**src/rtl/seg7_share_sched.sv**
```systemverilog
// seg7_share_sched
//   Shares one 8-digit seven-segment display between N_REQ requesters.
//   One requester owns the display at a time. Ownership rotates round-robin
//   once the owner has held it for DWELL cycles and someone else is waiting.
//   With no requests, IDLE_WORD is shown.
//
// Ports
//   clk       : system clock
//   reset     : asynchronous active-low reset
//   req       : level request per requester
//   data_in   : requester i's display word on [32*i +: 32]
//   grant     : one-hot current owner, zero when idle
//   owner     : index of current owner, zero when idle
//   busy      : an owner exists
//   swap      : one-cycle pulse whenever grant changes
//   disp_data : word for the display driver, aligned with grant
module seg7_share_sched #(
  parameter int unsigned N_REQ     = 4,
  parameter int unsigned DWELL     = 50_000_000,
  parameter logic [31:0] IDLE_WORD = 32'h0000_0000,
  localparam int unsigned OW       = (N_REQ > 1) ? $clog2(N_REQ) : 1,
  localparam int unsigned DW       = (DWELL > 1) ? $clog2(DWELL) : 1
) (
  input  logic                 clk,
  input  logic                 reset,
  input  logic [N_REQ-1:0]     req,
  input  logic [32*N_REQ-1:0]  data_in,
  output logic [N_REQ-1:0]     grant,
  output logic [OW-1:0]        owner,
  output logic                 busy,
  output logic                 swap,
  output logic [31:0]          disp_data
);

  typedef enum logic {S_IDLE, S_SHOW} state_t;

  state_t             r_state, w_nxt_state;
  logic [OW-1:0]      r_owner, w_nxt_owner;
  logic [OW-1:0]      r_rr_ptr;
  logic [DW-1:0]      r_dwell, w_nxt_dwell;
  logic [N_REQ-1:0]   r_grant, w_nxt_grant;
  logic               r_busy;
  logic               r_swap;
  logic [31:0]        r_disp, w_nxt_disp;
  logic               w_chg;
  logic               w_own_req;
  logic               w_others;
  logic               w_dwell_done;
  logic [OW:0]        w_pick_rr;
  logic [OW:0]        w_pick_nx;

  // Index after x, wrapping at N_REQ.
  function automatic logic [OW-1:0] f_inc(input logic [OW-1:0] x);
    return (x == OW'(N_REQ - 1)) ? '0 : x + OW'(1);
  endfunction

  // First requester scanning from ptr with wrap; MSB flags that one was found.
  function automatic logic [OW:0] f_pick(input logic [N_REQ-1:0] rq,
                                         input logic [OW-1:0]    ptr);
    logic [OW:0] res;
    int unsigned idx;
    res = '0;
    for (int unsigned k = 0; k < N_REQ; k++) begin
      idx = 32'(ptr) + k;
      if (idx >= N_REQ) idx = idx - N_REQ;
      if (!res[OW] && rq[OW'(idx)]) res = {1'b1, OW'(idx)};
    end
    return res;
  endfunction

  always_comb begin
    w_pick_rr    = f_pick(req, r_rr_ptr);
    // Scanning from owner+1 visits the owner last, so a competitor always wins
    // on rotation and a released owner can never be re-picked.
    w_pick_nx    = f_pick(req, f_inc(r_owner));
    w_own_req    = |(req & r_grant);
    w_others     = |(req & ~r_grant);
    w_dwell_done = (r_dwell == DW'(DWELL - 1));

    w_nxt_state  = r_state;
    w_nxt_owner  = r_owner;
    w_chg        = 1'b0;

    case (r_state)
      S_IDLE: begin
        if (|req) begin
          w_chg       = 1'b1;
          w_nxt_state = S_SHOW;
          w_nxt_owner = w_pick_rr[OW-1:0];
        end
      end
      S_SHOW: begin
        if (!w_own_req) begin
          w_chg = 1'b1;
          if (w_pick_nx[OW]) begin
            w_nxt_owner = w_pick_nx[OW-1:0];
          end else begin
            w_nxt_state = S_IDLE;
            w_nxt_owner = '0;
          end
        end else if (w_dwell_done && w_others) begin
          w_chg       = 1'b1;
          w_nxt_owner = w_pick_nx[OW-1:0];
        end
      end
      default: begin
        w_nxt_state = S_IDLE;
        w_nxt_owner = '0;
      end
    endcase

    // Dwell saturates so a late competitor takes over on its first cycle.
    w_nxt_dwell = r_dwell;
    if (w_chg)
      w_nxt_dwell = '0;
    else if (r_state == S_SHOW && !w_dwell_done)
      w_nxt_dwell = r_dwell + DW'(1);

    // Grant and display word are built from the next owner so both land in
    // the same cycle.
    w_nxt_grant = '0;
    w_nxt_disp  = IDLE_WORD;
    if (w_nxt_state == S_SHOW) begin
      for (int unsigned i = 0; i < N_REQ; i++) begin
        if (OW'(i) == w_nxt_owner) begin
          w_nxt_grant[i] = 1'b1;
          w_nxt_disp     = data_in[32*i +: 32];
        end
      end
    end
  end

  always_ff @(posedge clk or negedge reset) begin
    if (!reset) begin
      r_state  <= S_IDLE;
      r_owner  <= '0;
      r_rr_ptr <= '0;
      r_dwell  <= '0;
      r_grant  <= '0;
      r_busy   <= 1'b0;
      r_swap   <= 1'b0;
      r_disp   <= IDLE_WORD;
    end else begin
      r_state <= w_nxt_state;
      r_owner <= w_nxt_owner;
      r_dwell <= w_nxt_dwell;
      r_grant <= w_nxt_grant;
      r_busy  <= (w_nxt_state == S_SHOW);
      r_swap  <= w_chg;
      r_disp  <= w_nxt_disp;
      if (w_chg && w_nxt_state == S_SHOW)
        r_rr_ptr <= f_inc(w_nxt_owner);
    end
  end

  assign grant     = r_grant;
  assign owner     = r_owner;
  assign busy      = r_busy;
  assign swap      = r_swap;
  assign disp_data = r_disp;

endmodule

```
**config.mk**
```make
export PLATFORM = sky130hd
export DESIGN_NAME = seg7_share_sched
export DESIGN_NICKNAME = d
export VERILOG_FILES = /design/src/rtl/seg7_share_sched.sv
export SDC_FILE = /design/constraint.sdc
export NUM_CORES = 1
export LEC_CHECK = 0
export ABC_AREA = 1
export CAP_MARGIN = 5
export CORE_UTILIZATION = 55
export CTS_BUF_LIST = sky130_fd_sc_hd__clkbuf_8
export DETAILED_ROUTE_END_ITERATION = 7
export DONT_BUFFER_PORTS = 1
export HOLD_SLACK_MARGIN = 0.05
export PLACE_DENSITY = 0.73
export SLEW_MARGIN = 30
export SYNTH_ARGS = -nofsm -noshare
export SYNTH_HDL_FRONTEND = slang
export SYNTH_SLANG_ARGS = --single-unit
```
**constraint.sdc**
```tcl
create_clock -name clk -period 2.9 [get_ports clk]
set_clock_uncertainty 0.1 [all_clocks]
set_input_delay 0 -clock clk [delete_from_list [all_inputs] [get_ports clk]]
set_output_delay 0 -clock clk [all_outputs]
set_load 0.02 [all_outputs]
```
==> results of run 1 <==
layer usage:
layer	global-route usage	GRT overflow
met4	0.7679	13
met5	0.1859	0
met3	0.6512	0
met1	0.7756	0
met2	0.9154	10
synth_stat cells (all sizes together):
| master | n | share of area |
|---|---|---|
| ha | 8 | 0.022 |
| xnor2 | 2 | 0.0038 |
| a21oi | 82 | 0.090 |
| o21a | 1 | 0.0016 |
| or2 | 5 | 0.0068 |
| nand4 | 11 | 0.015 |
| a21o | 1 | 0.0016 |
| nor3b | 2 | 0.0033 |
| nor3 | 7 | 0.0076 |
| o31ai | 5 | 0.0082 |
| nand3 | 75 | 0.082 |
| o211ai | 21 | 0.034 |
| inv | 60 | 0.050 |
| nor4 | 4 | 0.0055 |
| o21ai | 43 | 0.050 |
| nand2 | 178 | 0.15 |
| nor2 | 56 | 0.046 |
| xor2 | 9 | 0.017 |
| buf | 12 | 0.019 |
| dfrtp | 68 | 0.37 |
| clkbuf | 20 | 0.016 |
| a21boi | 1 | 0.0016 |
per-stage QoR:
| step | setup slack, ps | hold WS (ps) | setup TNS [ps] |
|---|---|---|---|
| after CTS | -7.043 | 102.3 | -7.834 |
| after detailed placement | -30.17 | -393.3 | -50.81 |
| after global placement | 65.94 | -392.7 | 0 |
| after floorplan | 6.455 | -395.6 | 0 |
timing repair:
item,CTS
endpoints found under the hold margin,101
hold buffers,132
gates resized for setup,4
endpoints found under the setup margin,11
kinds of logic after synthesis:
kind of cell	Yosys count
AND/OR/NAND/NOR	338
AO/OA/AOI/OAI	154
buffers and inverters	92
flip-flops	68
XOR/XNOR	11
adder cells (fa/ha/maj)	8
==> reports/results.tsv, run 1 <==
stage	metric	value	unit
logic_synthesis	Synth Area in Compound Gates	0.1880	
placed_design	GPL Wtd Cong	0.8972	
placed_design	Inst Count DP	779	
global_route	initial antenna violation count	3	
logic_synthesis	largest family of logic cells by synthesized area	simple AND/OR/NAND/NOR gates	
logic_synthesis	Ys Warns	0	
status	status	stopped before the end	
logic_synthesis	mapped cell area	0.004586	mm²
placed_design	number of I/O port buffers	0	
logic_synthesis	sequential share of the synthesized area	0.3711	
logic_synthesis	Mean Syn Cell Area	6.834	µm²
placed_design	DP HPWL	10.61	mm
status	failing step	global routing (5_1_grt)	
logic_synthesis	Post-Synth Simple-Gate Area	0.3127	
cts	clk sinks	68	
logic_synthesis	Syn Inst Count	671	
floorplan	Std-Cell Rows	32	
placed_design	DP Area	0.004925	mm²
cts	number of H-tree levels	3	
floorplan	Die Y	93.31	µm
logic_synthesis	Post-Synth Adder-Cell Area	0.02183	
global_route	GRT Overall Usage	0.7716	
global_route	Overflow after GRT	23	
floorplan	Initial Util	0.5814	
global_route	largest net degree at the start of global routing	69	
logic_synthesis	mux cell area share after synthesis	0	
logic_synthesis	Post-Synth XOR/XNOR Area	0.02101	
logic_synthesis	synthesized flop and latch total	68	
timing	Worst EP Category	sequential cell input	
cts	CTS Root Cell	clkbuf_8	
cts	Max Root-Sink Buffers	2	
floorplan	die width	93.31	µm
status	error msg	[ERROR GRT-0232] Routing congestion too high. Check the congestion heatmap in the GUI.	
timing	worst setup endpoint GRT	disp_data[30]$_DFF_PN0_/D	
logic_synthesis	number of distinct library cells after synthesis	32	
logic_synthesis	Syn Nets	813	
cts	cts bufs inserted	9	
floorplan	Ports	174	
cts	Setup Fix Bufs, Post-CTS	0	
==> run 2: changes to the inputs <==
- CORE_UTILIZATION: 55 -> 40
- CTS_BUF_LIST: sky130_fd_sc_hd__clkbuf_8 -> default
- HOLD_SLACK_MARGIN: 0.05 -> default
- PLACE_DENSITY: 0.73 -> default
- PLACE_DENSITY_LB_ADDON: default -> 0.15
- clock period: 2.9 -> 3.8 ns (I/O delays scaled with it)
==> run 2 against run 1 <==
The run now ends clean; synthesized cell count stayed put; area after synthesis stayed put.
==> reports/results.tsv, run 2 <==
stage	metric	value	unit
status	status	finished, final reports clean	
timing	Rel. slew slack	0.4254	
logic_synthesis	Synth Area in Compound Gates	0.1880	
cts	number of H-tree levels	3	
global_route	largest net degree at the start of global routing	69	
floorplan	Initial Util	0.4175	
logic_synthesis	Post-synth ARST share	1.000	
floorplan	Std-Cell Rows	38	
worst_setup_path	Top Family by Delay on Critical Path	simple AND/OR/NAND/NOR gates	
worst_setup_path	CP dominant cell by count	nand2_1	
worst_setup_path	crit path max fanout	33	
timing	Setup-failing EPs final	0	
global_route	Overflow after GRT	0	
global_route	initial antenna violation count	0	
worst_setup_path	crit path launch type	register	
timing	fin crit share	0.8985	
floorplan	die area	0.01190	mm²
drt	Vias/cell	5.730	
global_route	GRT Overall Usage	0.2999	
cts	CTS tree	yes	
timing	Max Slew Vio Count	0	
logic_synthesis	Post-synth top cells	nand2_1 (177), a21oi_1 (81), nand3_1 (75), dfrtp_1 (68)	
floorplan	Ports	174	
final_layout	most frequent cells in the layout	nand2_1 (177), dlygate4sd3_1 (128), a21oi_1 (80), nand3_1 (75), dfrtp_1 (67)	
logic_synthesis	Syn Nets	813	
timing	final hold slack	14.05	ps
logic_synthesis	sequential share of the synthesized area	0.3711	
drt	WL final	17.14	mm
global_route	first-pass GRT wire length	27.16	mm
logic_synthesis	largest family of logic cells by synthesized area	simple AND/OR/NAND/NOR gates	
logic_synthesis	top post-synthesis cells by area	dfrtp_1 (37%), nand2_1 (14%), a21oi_1 (8.8%)	
cts	clk_lat worst skew	330	ps
timing	setup TNS	0	ps
logic_synthesis	mapped cell area	0.004586	mm²
timing	Tightest Pin Transition	858.6	ps
logic_synthesis	Ys Warns	0	
logic_synthesis	Post-Synth Simple-Gate Area	0.3127	
logic_synthesis	number of distinct library cells after synthesis	32	
final_layout	fill cell count	972	
logic_synthesis	mux cell area share after synthesis	0	
logic_synthesis	synthesized flop and latch total	68	
drt	DRC violations left	0	
worst_setup_path	worst stage delay on the critical path	460	ps
logic_synthesis	area leader, netlist	dfrtp_1	
worst_hold_path	Tightest Hold Check Type	in -> reg	
drt	drt pass-1 iters	7	
logic_synthesis	prevailing post-synth register cell	dfrtp_1	
final_layout	antenna diode count	0	
worst_setup_path	WP data required	3940	ps
global_route	vias in the first global route	5362	
final_layout	design area	0.006296	mm²
floorplan	Die Y	109.1	µm
timing	Max Clock Freq	292.9	MHz
final_layout	Nets	932	
placed_design	Inst Count DP	790	
cts	Worst-path clk slew	60	ps
cts	cts bufs inserted	9	
drt	post-DR wirelength/cell	18.35	µm
worst_setup_path	Critical Path AT	3560	ps
drt	Iteration-0 DRC Markers	519	
logic_synthesis	Mean Syn Cell Area	6.834	µm²
cts	Setup Fix Bufs, Post-CTS	0	
final_layout	Area Overhead vs Synth	37.30	%
placed_design	DP HPWL	10.69	mm
logic_synthesis	Post-Synth XOR/XNOR Area	0.02101	
timing	Final min period	3414	ps
logic_synthesis	Post-Synth Adder-Cell Area	0.02183	
logic_synthesis	Syn Inst Count	671	
placed_design	DP Area	0.004679	mm²
worst_setup_path	CP Class	reg -> reg	
timing	unrepaired setup endpoints after global routing	false	
final_layout	share of layout cells above drive strength 1	0.05542	
floorplan	core footprint	0.01098	mm²
final_layout	most common cell after layout, fill and taps aside	nand2_1	
drt	ANT nets after route	0	
timing	Fin. Hold Viols	0	
cts	clk sinks	68	
logic_synthesis	post-synth top area share	0.3711	
job	max_cap viols	0	
final_layout	max FFs per register	32	
worst_setup_path	slowest CP cell	dfrtp_1	
logic_synthesis	count leader, synth	nand2_1	
cts	Max Root-Sink Buffers	2	
logic_synthesis	EDFF count, synth	0	
cts	CTS Root Cell	clkbuf_16	
placed_design	GPL Wtd Cong	0.8780	
worst_setup_path	cells along the critical path	inv_2 > ha_1 > inv_1 > nand3_1 > nand2_1 > nor3_1 > nand2_1 > nand2_1 > inv_1 > nand2_1 > nand2_1 > nand2_1 > inv_1 > ha_1 > inv_1 > buf_6 > nor2_1 > o21ai_0 > o21ai_0 > a21oi_1	
final_layout	Finished Layout Cells	934	
drt	via count	5352	
placed_design	number of I/O port buffers	0	
worst_setup_path	Buf+Inv Stages, Crit Path	6	
floorplan	die width	109.1	µm
worst_setup_path	crit end category	register	
[run 2: cell counts after synthesis]
Identical to the previous run, type by type.
[run 2: path summary, 6_finish.rpt]
kind	start	end	slack (ps)	cells after the start
max	owner[0]	disp_data[22]	390	20
min	data_in[61]	disp_data[29]	10	4
max reg2reg	owner[0]	disp_data[22]	390	20
min reg2reg	r_dwell[22]	r_dwell[22]	450	2
max in group asynchronous	reset	disp_data[29]	3180	2
min in group asynchronous	reset	disp_data[7]	130	2
[run 2: tightest hold or removal path: stages]
cell,delay [ps]
a21oi_1,50
nand2_1,110
o211ai_1,100
a21oi_1,140
[run 2: cell families (layout without fill, tap and decap cells)]
kind of cell,Yosys count,in the layout
flip-flops,68,68
adder cells (fa/ha/maj),8,8
XOR/XNOR,11,11
AO/OA/AOI/OAI,154,154
buffers and inverters,92,215
AND/OR/NAND/NOR,338,338
[run 2: timing repair]
| action | in CTS | in global routing |
|---|---|---|
| hold buffers | 129 | 0 |
| resized for setup | 0 | 6 |
| endpoints found under the hold margin | 101 | 0 |
| endpoints found under the setup margin | 0 | 8 |
[run 2: through the flow]
stage | utilization | setup slack [ps]
finish | 0.5733 | 385.8
global route | 0.5733 | 0.2154
CTS | 0.5718 | 360.0
detailed placement | 0.4261 | 390.3
global placement | 0.4261 | 466.8
floorplan | - | 565.0
[run 2: per-layer routing]
metal | vias up | GRT usage | wire (µm)
li1 | 2482 | - | -
met1 | 2435 | 0.3507 | 6677
met2 | 337 | 0.4897 | 8007
met3 | 98 | 0.07233 | 1476
met4 | 0 | 0.1940 | 980
met5 | - | 0 | 0
[run 2: layout make-up]
type,count,area (µm²),share of cell area
clock buffers,10,239.0,0.03796
clock inverters,5,52.55,0.008347
inverters,60,227.7,0.03617
multi-input cells,511,2496,0.3965
flip-flops and latches,68,1703,0.2705
well taps,140,175.2,0.02782
repair buffers,140,1403,0.2228
Power of run 2 is not shown: default switching activity piles up to over one toggle a cycle in this logic, so the estimate is an artifact.
==> run 3: changes to the inputs <==
- clock period: 3.8 -> 2.8 ns (I/O delays scaled with it)
==> run 3 against run 2 <==
Cell count grew 7.1%; global-route usage grew 2.7 points; hold slack gained 98 ps; the flow now finishes with violations (DRC, setup timing); die area is the same; routed wire length grew 29%; largest cell class unchanged; design area grew 20%; register-to-register slack lost 1200 ps; critical path type unchanged; utilization grew 12 points; sequential share of layout area shrank 4.5 points; sequential cell count is the same; fmax shrank 5.1%; clock-buffer cell count grew 2.
==> reports/results.tsv, run 3 (same netlist as run 2, synthesis figures left out) <==
stage	metric	value	unit
cts	Max Root-Sink Buffers	2	
timing	unrepaired setup endpoints after global routing	true	
placed_design	GPL Wtd Cong	0.9604	
worst_hold_path	Tightest Hold Check Type	in -> async	
timing	setup TNS	-2360	ps
final_layout	max FFs per register	32	
status	violated checks	DRC, setup timing	
timing	Fin. Hold Viols	0	
final_layout	most frequent cells in the layout	nand2_1 (159), dlygate4sd3_1 (128), dfrtp_1 (66), nand3_1 (64), a21oi_1 (55)	
global_route	vias in the first global route	5632	
floorplan	Initial Util	0.4175	
worst_setup_path	WP data required	2950	ps
cts	CTS tree	yes	
worst_setup_path	crit path max fanout	5	
cts	clk sinks	68	
worst_setup_path	slowest CP cell	o21ai_0	
worst_setup_path	worst stage delay on the critical path	560	ps
final_layout	most common cell after layout, fill and taps aside	nand2_1	
timing	Final min period	3598	ps
floorplan	Std-Cell Rows	38	
floorplan	Die Y	109.1	µm
worst_setup_path	crit end category	register	
timing	Setup-failing EPs final	26	
worst_setup_path	R2R Setup Slk	-800	ps
floorplan	Ports	174	
placed_design	number of I/O port buffers	0	
drt	DRC violations left	7	
placed_design	Setup WS pre-CTS	-215.3	ps
timing	Tightest Pin Transition	682.1	ps
timing	Rel. slew slack	0.5404	
cts	number of H-tree levels	3	
worst_setup_path	crit path launch type	register	
floorplan	core footprint	0.01098	mm²
global_route	largest net degree at the start of global routing	69	
floorplan	die width	109.1	µm
global_route	GRT Overall Usage	0.3274	
job	max_cap viols	0	
drt	Iteration-0 DRC Markers	680	
worst_setup_path	R2R depth	20	
drt	WL final	22.17	mm
worst_setup_path	CP dominant cell by count	nand2_2	
worst_setup_path	reg-to-reg critical path endpoint	disp_data[1]	
final_layout	share of layout cells above drive strength 1	0.2235	
worst_setup_path	cells along the critical path	inv_4 > ha_4 > inv_6 > nand2_2 > nand3_1 > nand2_2 > nand3_2 > nand3_2 > o21ai_1 > nand2_1 > nand2_2 > nand2_2 > nand3_4 > ha_4 > inv_8 > clkbuf_16 > nor2_1 > o21ai_0 > o21ai_1 > a21oi_1	
drt	post-DR wirelength/cell	22.17	µm
final_layout	Area Overhead vs Synth	65.02	%
worst_setup_path	CP Class	reg -> reg	
drt	Vias/cell	6.077	
cts	cts bufs inserted	9	
timing	Final WS setup	-798.1	ps
cts	clk_lat worst skew	330	ps
timing	Max Slew Vio Count	0	
status	status	finished, violations left	
drt	drt pass-1 iters	8	
global_route	initial antenna violation count	3	
drt	via count	6077	
global_route	first-pass GRT wire length	29.47	mm
cts	CTS Root Cell	clkbuf_16	
placed_design	DP HPWL	11.32	mm
cts	Worst-path clk slew	60	ps
final_layout	fill cell count	778	
final_layout	Nets	996	
worst_setup_path	Worst R2R Start	owner[0]	
timing	Max Clock Freq	277.9	MHz
worst_setup_path	Critical Path AT	3750	ps
worst_setup_path	Buf+Inv Stages, Crit Path	4	
global_route	Overflow after GRT	0	
worst_setup_path	Top Family by Delay on Critical Path	compound AO/OA/AOI/OAI gates	
drt	ANT nets after route	0	
timing	fin crit share	1.285	
floorplan	die area	0.01190	mm²
==> run 3: changes by cell type in the layout (fill, tap and decap cells not counted), moves of 9 or more <==
cell	delta
nand2_2	+15
nand3_2	+9
o21ai_0	-14
nand2_1	-18
buf_4	+42
buf_12	+9
nand3_1	-11
a21oi_2	+22
a21oi_1	-25
==> run 3: how the worst max path moves through the flow <==
stage | end | cells after the start | startpoint
2_1_floorplan | disp_data[20] | 21 | owner[0]
3_3_place_gp | disp_data[20] | 20 | owner[0]
3_5_place_dp | disp_data[20] | 20 | owner[1]
4_1_cts | disp_data[3] | 20 | owner[0]
5_1_grt | disp_data[1] | 20 | owner[0]
6_report | disp_data[1] | 20 | owner[0]
==> run 3: per-stage QoR <==
step                      hold slack [ps]  cell area (µm²)    util  instances
after floorplan                    -395.6             4654       -        671
after global placement             -392.8             5171  0.4708        840
after detailed placement           -391.4             5171  0.4708        840
after CTS                           11.92             7009  0.6382        988
after global routing                147.0             7567  0.6890       1000
final                               112.3             7567  0.6890       1000
==> run 3: repair_timing <==
| action | in CTS | in global routing |
|---|---|---|
| setup buffers | 1 | 4 |
| pin swaps | 17 | 46 |
| hold buffers | 129 | 0 |
| gates cloned | 2 | 7 |
| setup endpoints to repair | 33 | 36 |
| hold endpoints to repair | 100 | 0 |
| gates resized for setup | 28 | 106 |
==> run 3: metal layers <==
layer / vias to the layer above / wire (µm) / track usage
li1: 2612 / - / -
met4: 2 / 1809 / 0.1689
met5: - / 13 / 0
met1: 2804 / 8076 / 0.4112
met3: 178 / 2400 / 0.07352
met2: 481 / 9873 / 0.5247
==> run 3: area by class of cell <==
type	count	area, µm²	area share
Timing Repair Buffer	204	2185	0.2887
Antenna cell	1	2.502	0.0003307
Multi-Input combinational cell	511	2902	0.3834
Clock inverter	4	95.09	0.01257
Sequential cell	68	1704	0.2252
Clock buffer	12	256.5	0.03390
Tap cell	140	175.2	0.02315
Inverter	60	247.7	0.03274
Power of run 3 is left out for the same reason.
